[src/rtl/sirv_jtag_arb_pkg.sv]
// -----------------------------------------------------------------------------
// sirv_jtag_arb_pkg
// Shared definitions for the JTAG pad arbiter: arbiter state encodings, the
// bit position of each JTAG pad in the 5-bit pad vectors, and the default
// values of the arbiter's timing parameters.
// -----------------------------------------------------------------------------
package sirv_jtag_arb_pkg;

  // Arbiter states. The numeric values are visible on arb_state.
  typedef enum logic [1:0] {
    ARB_JTAG_OWN = 2'd0,
    ARB_DRAIN    = 2'd1,
    ARB_GPIO_OWN = 2'd2,
    ARB_RETURN   = 2'd3
  } arb_state_e;

  // Pad vector layout.
  localparam int unsigned PAD_W      = 5;
  localparam int unsigned PAD_TCK    = 0;
  localparam int unsigned PAD_TMS    = 1;
  localparam int unsigned PAD_TDI    = 2;
  localparam int unsigned PAD_TDO    = 3;
  localparam int unsigned PAD_TRST_N = 4;

  // Parameter defaults.
  localparam int DEF_TLR_EDGES      = 5;
  localparam int DEF_GUARD_CYCLES   = 4;
  localparam int DEF_TIMEOUT_CYCLES = 4096;

endpackage

[src/rtl/sirv_jtag_arb_sync.sv]
// -----------------------------------------------------------------------------
// sirv_jtag_arb_sync
// Two-flop synchronizer for asynchronous pad inputs. Each bit has its own
// reset value so that active-low pins can reset to their inactive level.
//
// Ports:
//   clk_i   in   clock
//   rst_ni  in   asynchronous active-low reset
//   d_i     in   WIDTH raw asynchronous inputs
//   q_o     out  WIDTH synchronized outputs
// -----------------------------------------------------------------------------
module sirv_jtag_arb_sync #(
  parameter int               WIDTH   = 1,
  parameter logic [WIDTH-1:0] RST_VAL = '0
) (
  input  logic             clk_i,
  input  logic             rst_ni,
  input  logic [WIDTH-1:0] d_i,
  output logic [WIDTH-1:0] q_o
);

  logic [WIDTH-1:0] meta_q;
  logic [WIDTH-1:0] sync_q;

  always_ff @(posedge clk_i or negedge rst_ni) begin
    if (!rst_ni) begin
      meta_q <= RST_VAL;
      sync_q <= RST_VAL;
    end else begin
      meta_q <= d_i;
      sync_q <= meta_q;
    end
  end

  assign q_o = sync_q;

endmodule

[src/rtl/sirv_jtag_pin_arb.sv]
// -----------------------------------------------------------------------------
// sirv_jtag_pin_arb
// Arbitrates the five JTAG pads (TCK, TMS, TDI, TDO, TRST_n) between the JTAG
// TAP and software GPIO. Software requests the pads with gpio_req; the grant
// is only given once the TAP is provably parked in Test-Logic-Reset
// (TLR_EDGES consecutive TCK rising edges with TMS=1) or TRST_n is asserted.
// On release the pads sit in a safe input/pull-up state for GUARD_CYCLES
// before JTAG takes them back.
//
// Optional feature (macro SIRV_JTAG_ARB_TIMEOUT_EN): a DRAIN timeout that
// gives up after TIMEOUT_CYCLES clocks, pulses gpio_deny and refuses to drain
// again until gpio_req has been seen low. Without the macro DRAIN waits
// forever and gpio_deny is tied low.
//
// Ports:
//   clk, rst_n                      clock, asynchronous active-low reset
//   gpio_req                        software level request for the pads
//   gpio_gnt                        pads owned by GPIO (registered)
//   gpio_deny                       one-cycle pulse on drain timeout
//   pin_tck_i/pin_tms_i/pin_trst_n_i raw pad input values
//   jtag_tdo, jtag_drv_tdo          TAP TDO value and drive enable
//   gpio_oval, gpio_oe              software pad drive (5 bits each)
//   pad_oval/pad_oe/pad_ie/pad_pue  pad controls (5 bits each)
//   jtag_en                         TCK gate to the TAP
//   arb_state                       current state encoding
// -----------------------------------------------------------------------------
module sirv_jtag_pin_arb
  import sirv_jtag_arb_pkg::*;
#(
  parameter int TLR_EDGES      = DEF_TLR_EDGES,
  parameter int GUARD_CYCLES   = DEF_GUARD_CYCLES,
  parameter int TIMEOUT_CYCLES = DEF_TIMEOUT_CYCLES
) (
  input  logic             clk,
  input  logic             rst_n,
  input  logic             gpio_req,
  output logic             gpio_gnt,
  output logic             gpio_deny,
  input  logic             pin_tck_i,
  input  logic             pin_tms_i,
  input  logic             pin_trst_n_i,
  input  logic             jtag_tdo,
  input  logic             jtag_drv_tdo,
  input  logic [PAD_W-1:0] gpio_oval,
  input  logic [PAD_W-1:0] gpio_oe,
  output logic [PAD_W-1:0] pad_oval,
  output logic [PAD_W-1:0] pad_oe,
  output logic [PAD_W-1:0] pad_ie,
  output logic [PAD_W-1:0] pad_pue,
  output logic             jtag_en,
  output logic [1:0]       arb_state
);

  localparam int EW = (TLR_EDGES < 1) ? 1 : $clog2(TLR_EDGES + 1);
  localparam int GW = (GUARD_CYCLES < 2) ? 1 : $clog2(GUARD_CYCLES + 1);
  localparam logic [EW-1:0] EDGE_MAX   = EW'(TLR_EDGES);
  localparam logic [GW-1:0] GUARD_LAST = GW'(GUARD_CYCLES - 1);

  // ---------------------------------------------------------------------------
  // Pad input synchronization: bit 0 TCK, bit 1 TMS, bit 2 TRST_n.
  // TRST_n resets high so reset does not look like an asserted TAP reset.
  // ---------------------------------------------------------------------------
  logic [2:0] sync_bits;
  logic       sync_tck;
  logic       sync_tms;
  logic       sync_trst_n;
  logic       tck_prev_q;
  logic       tck_rise;

  sirv_jtag_arb_sync #(
    .WIDTH   (3),
    .RST_VAL (3'b100)
  ) u_sync (
    .clk_i  (clk),
    .rst_ni (rst_n),
    .d_i    ({pin_trst_n_i, pin_tms_i, pin_tck_i}),
    .q_o    (sync_bits)
  );

  assign sync_tck    = sync_bits[0];
  assign sync_tms    = sync_bits[1];
  assign sync_trst_n = sync_bits[2];
  assign tck_rise    = sync_tck & ~tck_prev_q;

  // ---------------------------------------------------------------------------
  // State and counters
  // ---------------------------------------------------------------------------
  arb_state_e    state_q, state_d;
  logic [EW-1:0] edge_cnt_q, edge_cnt_d;
  logic [GW-1:0] guard_cnt_q, guard_cnt_d;
  logic          gnt_q, gnt_d;

`ifdef SIRV_JTAG_ARB_TIMEOUT_EN
  localparam int TW = (TIMEOUT_CYCLES < 2) ? 1 : $clog2(TIMEOUT_CYCLES + 1);
  localparam logic [TW-1:0] TO_LAST = TW'(TIMEOUT_CYCLES - 1);

  logic [TW-1:0] to_cnt_q, to_cnt_d;
  logic          deny_q, deny_d;
  // Set by a timeout; cleared once gpio_req is observed low.
  logic          lock_q, lock_d;
`endif

  // State register
  always_ff @(posedge clk or negedge rst_n) begin
    if (!rst_n) begin
      state_q     <= ARB_JTAG_OWN;
      edge_cnt_q  <= '0;
      guard_cnt_q <= '0;
      gnt_q       <= 1'b0;
      tck_prev_q  <= 1'b0;
`ifdef SIRV_JTAG_ARB_TIMEOUT_EN
      to_cnt_q    <= '0;
      deny_q      <= 1'b0;
      lock_q      <= 1'b0;
`endif
    end else begin
      state_q     <= state_d;
      edge_cnt_q  <= edge_cnt_d;
      guard_cnt_q <= guard_cnt_d;
      gnt_q       <= gnt_d;
      tck_prev_q  <= sync_tck;
`ifdef SIRV_JTAG_ARB_TIMEOUT_EN
      to_cnt_q    <= to_cnt_d;
      deny_q      <= deny_d;
      lock_q      <= lock_d;
`endif
    end
  end

  // Next-state logic
  always_comb begin
    state_d     = state_q;
    edge_cnt_d  = edge_cnt_q;
    guard_cnt_d = guard_cnt_q;
`ifdef SIRV_JTAG_ARB_TIMEOUT_EN
    to_cnt_d    = to_cnt_q;
    deny_d      = 1'b0;
    lock_d      = lock_q & gpio_req;
`endif

    unique case (state_q)
      ARB_JTAG_OWN: begin
`ifdef SIRV_JTAG_ARB_TIMEOUT_EN
        if (gpio_req && !lock_q) begin
          to_cnt_d = '0;
`else
        if (gpio_req) begin
`endif
          state_d    = ARB_DRAIN;
          edge_cnt_d = '0;
        end
      end

      ARB_DRAIN: begin
        // TMS=1 edges build toward Test-Logic-Reset; a TMS=0 edge means the
        // TAP may have left it, so the proof starts over.
        if (tck_rise) begin
          if (!sync_tms) begin
            edge_cnt_d = '0;
          end else if (edge_cnt_q != EDGE_MAX) begin
            edge_cnt_d = edge_cnt_q + EW'(1);
          end
        end

        // Withdrawal of the request wins over everything else.
        if (!gpio_req) begin
          state_d = ARB_JTAG_OWN;
        end else if ((edge_cnt_q == EDGE_MAX) || !sync_trst_n) begin
          state_d = ARB_GPIO_OWN;
`ifdef SIRV_JTAG_ARB_TIMEOUT_EN
        end else if (to_cnt_q == TO_LAST) begin
          state_d = ARB_JTAG_OWN;
          deny_d  = 1'b1;
          lock_d  = 1'b1;
        end else begin
          to_cnt_d = to_cnt_q + TW'(1);
`endif
        end
      end

      ARB_GPIO_OWN: begin
        if (!gpio_req) begin
          state_d     = ARB_RETURN;
          guard_cnt_d = '0;
        end
      end

      ARB_RETURN: begin
        // gpio_req deliberately not consulted here.
        if (guard_cnt_q == GUARD_LAST) begin
          state_d = ARB_JTAG_OWN;
        end else begin
          guard_cnt_d = guard_cnt_q + GW'(1);
        end
      end

      default: state_d = ARB_JTAG_OWN;
    endcase

    // Grant is registered and tracks the state being entered, so it rises
    // with GPIO_OWN and falls with RETURN.
    gnt_d = (state_d == ARB_GPIO_OWN);
  end

  // Output logic: pads follow the state register combinationally.
  always_comb begin
    pad_oval  = '0;
    pad_oe    = '0;
    pad_ie    = '1;
    pad_pue   = '1;
    jtag_en   = 1'b0;
    arb_state = state_q;

    unique case (state_q)
      ARB_JTAG_OWN, ARB_DRAIN: begin
        jtag_en = 1'b1;
        pad_oval[PAD_TCK]    = 1'b0;
        pad_oval[PAD_TMS]    = 1'b0;
        pad_oval[PAD_TDI]    = 1'b0;
        pad_oval[PAD_TRST_N] = 1'b0;
        pad_oval[PAD_TDO]    = jtag_tdo;
        pad_oe[PAD_TDO]      = jtag_drv_tdo;
        pad_ie[PAD_TDO]      = 1'b0;
        pad_pue[PAD_TDO]     = 1'b0;
      end
      ARB_GPIO_OWN: begin
        pad_oval = gpio_oval;
        pad_oe   = gpio_oe;
        pad_ie   = '1;
        pad_pue  = '0;
      end
      default: begin
        // RETURN: everything a pulled-up input until JTAG takes over.
      end
    endcase
  end

  assign gpio_gnt = gnt_q;

`ifdef SIRV_JTAG_ARB_TIMEOUT_EN
  assign gpio_deny = deny_q;
`else
  assign gpio_deny = 1'b0;
  logic unused_timeout_cfg;
  assign unused_timeout_cfg = (TIMEOUT_CYCLES > 0);
`endif

endmodule

[config.mk]
export PLATFORM = sky130hd
export DESIGN_NAME = sirv_jtag_pin_arb
export DESIGN_NICKNAME = d
export VERILOG_FILES = /design/src/rtl/sirv_jtag_arb_pkg.sv /design/src/rtl/sirv_jtag_arb_sync.sv /design/src/rtl/sirv_jtag_pin_arb.sv
export SDC_FILE = /design/constraint.sdc
export NUM_CORES = 1
export LEC_CHECK = 0
export ABC_AREA = 1
export CAP_MARGIN = 25
export CORE_MARGIN = 3
export CORE_UTILIZATION = 43
export DETAILED_ROUTE_END_ITERATION = 10
export HOLD_SLACK_MARGIN = 0.06
export PLACE_DENSITY = 0.87
export REMOVE_ABC_BUFFERS = 1
export SYNTH_ARGS = -nofsm -noshare
export SYNTH_HDL_FRONTEND = slang
export SYNTH_HIERARCHICAL = 1
export SYNTH_SLANG_ARGS = --single-unit
[constraint.sdc]
create_clock -name clk -period 2 [get_ports clk]
set_clock_uncertainty 0.05 [all_clocks]
set_input_delay 0.4 -clock clk [delete_from_list [all_inputs] [get_ports clk]]
set_output_delay 0.4 -clock clk [all_outputs]
set_load 0.01 [all_outputs]
==> results of run 1 <==
## layer usage
metal | share of wire | track usage | vias to the layer above
met5 | 0 | 0 | -
met4 | 0.0048 | 0.0611 | 0
met3 | 0.054 | 0.0430 | 2
met2 | 0.56 | 0.331 | 30
met1 | 0.38 | 0.193 | 392
li1 | - | - | 407
## flip-flops by register name, indices dropped and copies added (netlist names)
register	cells
gpio_gnt	1
tck_prev_q	1
arb_state	2
guard_cnt_q	3
u_sync/meta_q	3
u_sync/q_o	3
edge_cnt_q	3
## logic make-up (layout without fill, tap and decap cells)
logic type                 Yosys count  in the layout  share of synthesized area
buffers and inverters               34             69                      0.185
adders and majority gates            4              4                     0.0549
and+or+nand+nor                     56             56                      0.273
AOI/OAI and AO/OA                    5              5                     0.0357
other                                2              5                    0.00824
DFF                                 16             16                      0.442
## how the worst max path moves through the flow
| stage | end | slack [ns] | cells past startpoint |
|---|---|---|---|
| 2_1_floorplan | pad_oe[0] | 0.35 | 2 |
| 4_1_cts | pad_oval[2] | 0.007 | 4 |
| 3_5_place_dp | pad_oe[4] | -0.02 | 4 |
| 6_report | pad_pue[0] | 0.07 | 2 |
| 5_1_grt | pad_pue[0] | 0.02 | 2 |
| 3_3_place_gp | pad_oe[4] | 0.009 | 4 |
## cell type report
| cell class | instances | area [µm²] |
|---|---|---|
| multi-input cells | 70 | 364 |
| inverters | 23 | 86.3 |
| fillers | 160 | 652 |
| flip-flops and latches | 16 | 404 |
| well taps | 27 | 33.8 |
| clock buffers | 4 | 36.3 |
| repair buffers | 42 | 405 |
## power by group through the flow
stage          clock network [mW]  logic [mW]  registers, mW
5_1_grt                     0.234       0.894          0.463
4_1_cts                     0.220       0.806          0.446
3_3_place_gp                    0       0.782          0.447
3_5_place_dp                    0       0.816          0.452
2_1_floorplan                   0       0.356          0.473
6_report                    0.212       0.807          0.452
## worst max-delay path, cell delays in order, from the launching register on
cell and delay (ns):
dfrtp_2 0.49, nand2_8 0.14, clkdlybuf4s50_1 0.56
## Yosys cell counts
| cell | n |
|---|---|
| or2_0 | 1 |
| dfrtp_1 | 14 |
| ha_1 | 4 |
| buf_4 | 9 |
| nor2_1 | 14 |
| clkbuf_1 | 1 |
| conb_1 | 2 |
| nor3_1 | 2 |
| inv_1 | 21 |
| nand2_2 | 3 |
| o21ai_0 | 3 |
| buf_6 | 1 |
| nand3_1 | 10 |
| dfstp_2 | 2 |
| nor2_4 | 1 |
| nand2_1 | 24 |
| inv_2 | 2 |
| o21ai_2 | 2 |
| nand3_2 | 1 |
## stage by stage
stage	power, mW	instance area, µm²	std cells	hold slack (ns)	setup slack, ns
3_3_place_gp	1.23	1270	177	0.283	0.00907
6_report	1.47	1330	182	0.313	0.0714
4_1_cts	1.47	1310	182	0.314	0.00710
3_5_place_dp	1.27	1270	177	0.295	-0.0218
5_1_grt	1.59	1330	182	0.318	0.0182
2_1_floorplan	0.829	840	109	0.0544	0.354
## what timing repair did
| action | CTS | global route |
|---|---|---|
| cloned | 0 | 0 |
| gates resized for setup | 11 | 4 |
| setup endpoints to repair | 15 | 6 |
| hold buffers | 0 | 0 |
| buffers inserted | 1 | 0 |
| pin swaps | 0 | 0 |
==> flow_results.xml, run 1 <==
<?xml version="1.0" encoding="UTF-8"?>
<metrics>
  <group name="clock_tree">
    <metric name="clkTransAtPathRegs" unit="ns">0.10</metric>
    <metric name="ctsLongestPathBuffers" unit="">2</metric>
    <metric name="cts-buffers-inserted" unit="">3</metric>
    <metric name="worst_skew_pair.late_latency" unit="ns">0.28</metric>
    <metric name="cts_tree" unit="">yes</metric>
    <metric name="cts_htree_levels" unit="">1</metric>
    <metric name="clock_tree.root_cell" unit="">clkbuf_4</metric>
    <metric name="clock_sink_count" unit="">16</metric>
  </group>
  <group name="synth">
    <metric name="yosysWarnings" unit="">6</metric>
    <metric name="syn-mean-instance-area" unit="µm²">7.79</metric>
    <metric name="syn_area" unit="µm²">911</metric>
    <metric name="cell_type_with_the_largest_total_area_after_synthesis" unit="">dfrtp_1</metric>
    <metric name="yosys-top-cells-area" unit="">dfrtp_1, nand2_1, inv_1</metric>
    <metric name="seq_area_frac_synth" unit="">0.442</metric>
    <metric name="netlist_instances" unit="">117</metric>
    <metric name="ys_ff_latch" unit="">16</metric>
    <metric name="yosysUniqueCellTypes" unit="">19</metric>
    <metric name="synth_top_area_share" unit="">0.385</metric>
  </group>
  <group name="layout">
    <metric name="most-common-layout-cells" unit="">clkdlybuf4s50_1, nand2_1, inv_1, nor2_1, dfrtp_1</metric>
    <metric name="number_of_antenna_cells_inserted" unit="">0</metric>
    <metric name="layout.core_utilization" unit="">0.671</metric>
    <metric name="area_growth" unit="%">46.0</metric>
    <metric name="finalNetCount" unit="">178</metric>
    <metric name="drive_above_1_share" unit="">0.135</metric>
    <metric name="final_common_cell" unit="">clkdlybuf4s50_1</metric>
  </group>
  <group name="pwr">
    <metric name="vdd_drop_max" unit="µV">798</metric>
    <metric name="p_comb_frac" unit="">0.549</metric>
    <metric name="power.share.sequential" unit="">0.307</metric>
    <metric name="cell_internal_pwr" unit="mW">0.896</metric>
    <metric name="power.switching_fraction" unit="">0.390</metric>
    <metric name="cellLeakagePower" unit="nW">0.727</metric>
    <metric name="pwr_density_cell" unit="nW/µm²">1110</metric>
    <metric name="clock_power_share" unit="">0.144</metric>
    <metric name="p_switching" unit="mW">0.574</metric>
  </group>
  <group name="worst_hold_path">
    <metric name="timing.hold.worst.start" unit="">u_sync/meta_q[0]</metric>
    <metric name="holdPathEnd" unit="">u_sync/q_o[0]</metric>
    <metric name="min_path_cells" unit="">0</metric>
    <metric name="worst_hold_path_type" unit="">reg2reg</metric>
  </group>
  <group name="global_routing">
    <metric name="antenna_found_initial" unit="">0</metric>
    <metric name="grt_pass1_wl" unit="mm">3.58</metric>
    <metric name="grt_start_max_net_pins" unit="">17</metric>
    <metric name="grt_pass1_vias" unit="">806</metric>
    <metric name="grt.overflow.total" unit="">0</metric>
    <metric name="gr-usage-all-layers" unit="">0.178</metric>
  </group>
  <group name="routing">
    <metric name="dr.pass1.iters" unit="">4</metric>
    <metric name="route.final.wire_length" unit="mm">2.10</metric>
    <metric name="count_of_vias_placed_by_the_detailed_router" unit="">831</metric>
    <metric name="wire_per_inst" unit="µm">11.5</metric>
    <metric name="average_vias_per_placed_instance" unit="">4.57</metric>
    <metric name="drc" unit="">0</metric>
    <metric name="drt_first_iter_violations" unit="">9</metric>
    <metric name="number_of_antenna_violating_nets_in_the_routed_design" unit="">0</metric>
  </group>
  <group name="critical_path">
    <metric name="ff2ff_path_depth" unit="">8</metric>
    <metric name="worst-r2r-setup-slack" unit="ns">0.59</metric>
    <metric name="worst-endpoint-required" unit="ns">1.55</metric>
    <metric name="startpoint_type" unit="">register</metric>
    <metric name="worst-setup-path-type" unit="">reg2out</metric>
    <metric name="regToRegEndpoint" unit="">guard_cnt_q[0]</metric>
    <metric name="worst_setup_path_startpoint" unit="">arb_state[1]</metric>
    <metric name="crit_path_max_fanout" unit="">15</metric>
    <metric name="critPathArrivalTime" unit="ns">1.48</metric>
    <metric name="r2r_start" unit="">guard_cnt_q[0]</metric>
    <metric name="setup.worst_path.end_class" unit="">output pin</metric>
  </group>
  <group name="sta">
    <metric name="period_minus_slack" unit="ns">1.93</metric>
    <metric name="final_hold_viol_count" unit="">0</metric>
    <metric name="setup_repair_after_global_routing_missed_its_margin" unit="">false</metric>
    <metric name="final-max-slew-violation-count" unit="">0</metric>
    <metric name="max_freq" unit="MHz">519</metric>
    <metric name="setup_viol_count_final" unit="">0</metric>
    <metric name="min_period_over_period" unit="">0.964</metric>
    <metric name="tns" unit="ns">0</metric>
  </group>
  <group name="die">
    <metric name="fp.dieArea" unit="µm²">2710</metric>
    <metric name="io-pin-count" unit="">43</metric>
    <metric name="core_region_area" unit="µm²">1980</metric>
    <metric name="initial_core_util" unit="">0.460</metric>
    <metric name="die_w" unit="µm">52.0</metric>
    <metric name="die-height" unit="µm">52.0</metric>
    <metric name="placementRows" unit="">16</metric>
  </group>
  <group name="placed_design">
    <metric name="place.port_buffers" unit="">37</metric>
    <metric name="routabilityCongestion" unit="">0.765</metric>
    <metric name="hpwl" unit="mm">1.71</metric>
  </group>
  <group name="run">
    <metric name="max-cap-violations" unit="">0</metric>
  </group>
  <group name="outcome">
    <metric name="run_status" unit="">completed</metric>
  </group>
</metrics>
Power figures use the tool's default switching activity.
==> run 2: changes to the inputs <==
CAP_MARGIN = default   (was 25)
==> results of run 2 <==
Final layout, timing and power as in run 1 (identical DEF).
==> run 3: changes to the inputs <==
CAP_MARGIN = 20   (was default)
==> results of run 3 <==
Final layout, timing and power as in run 1 (identical DEF).
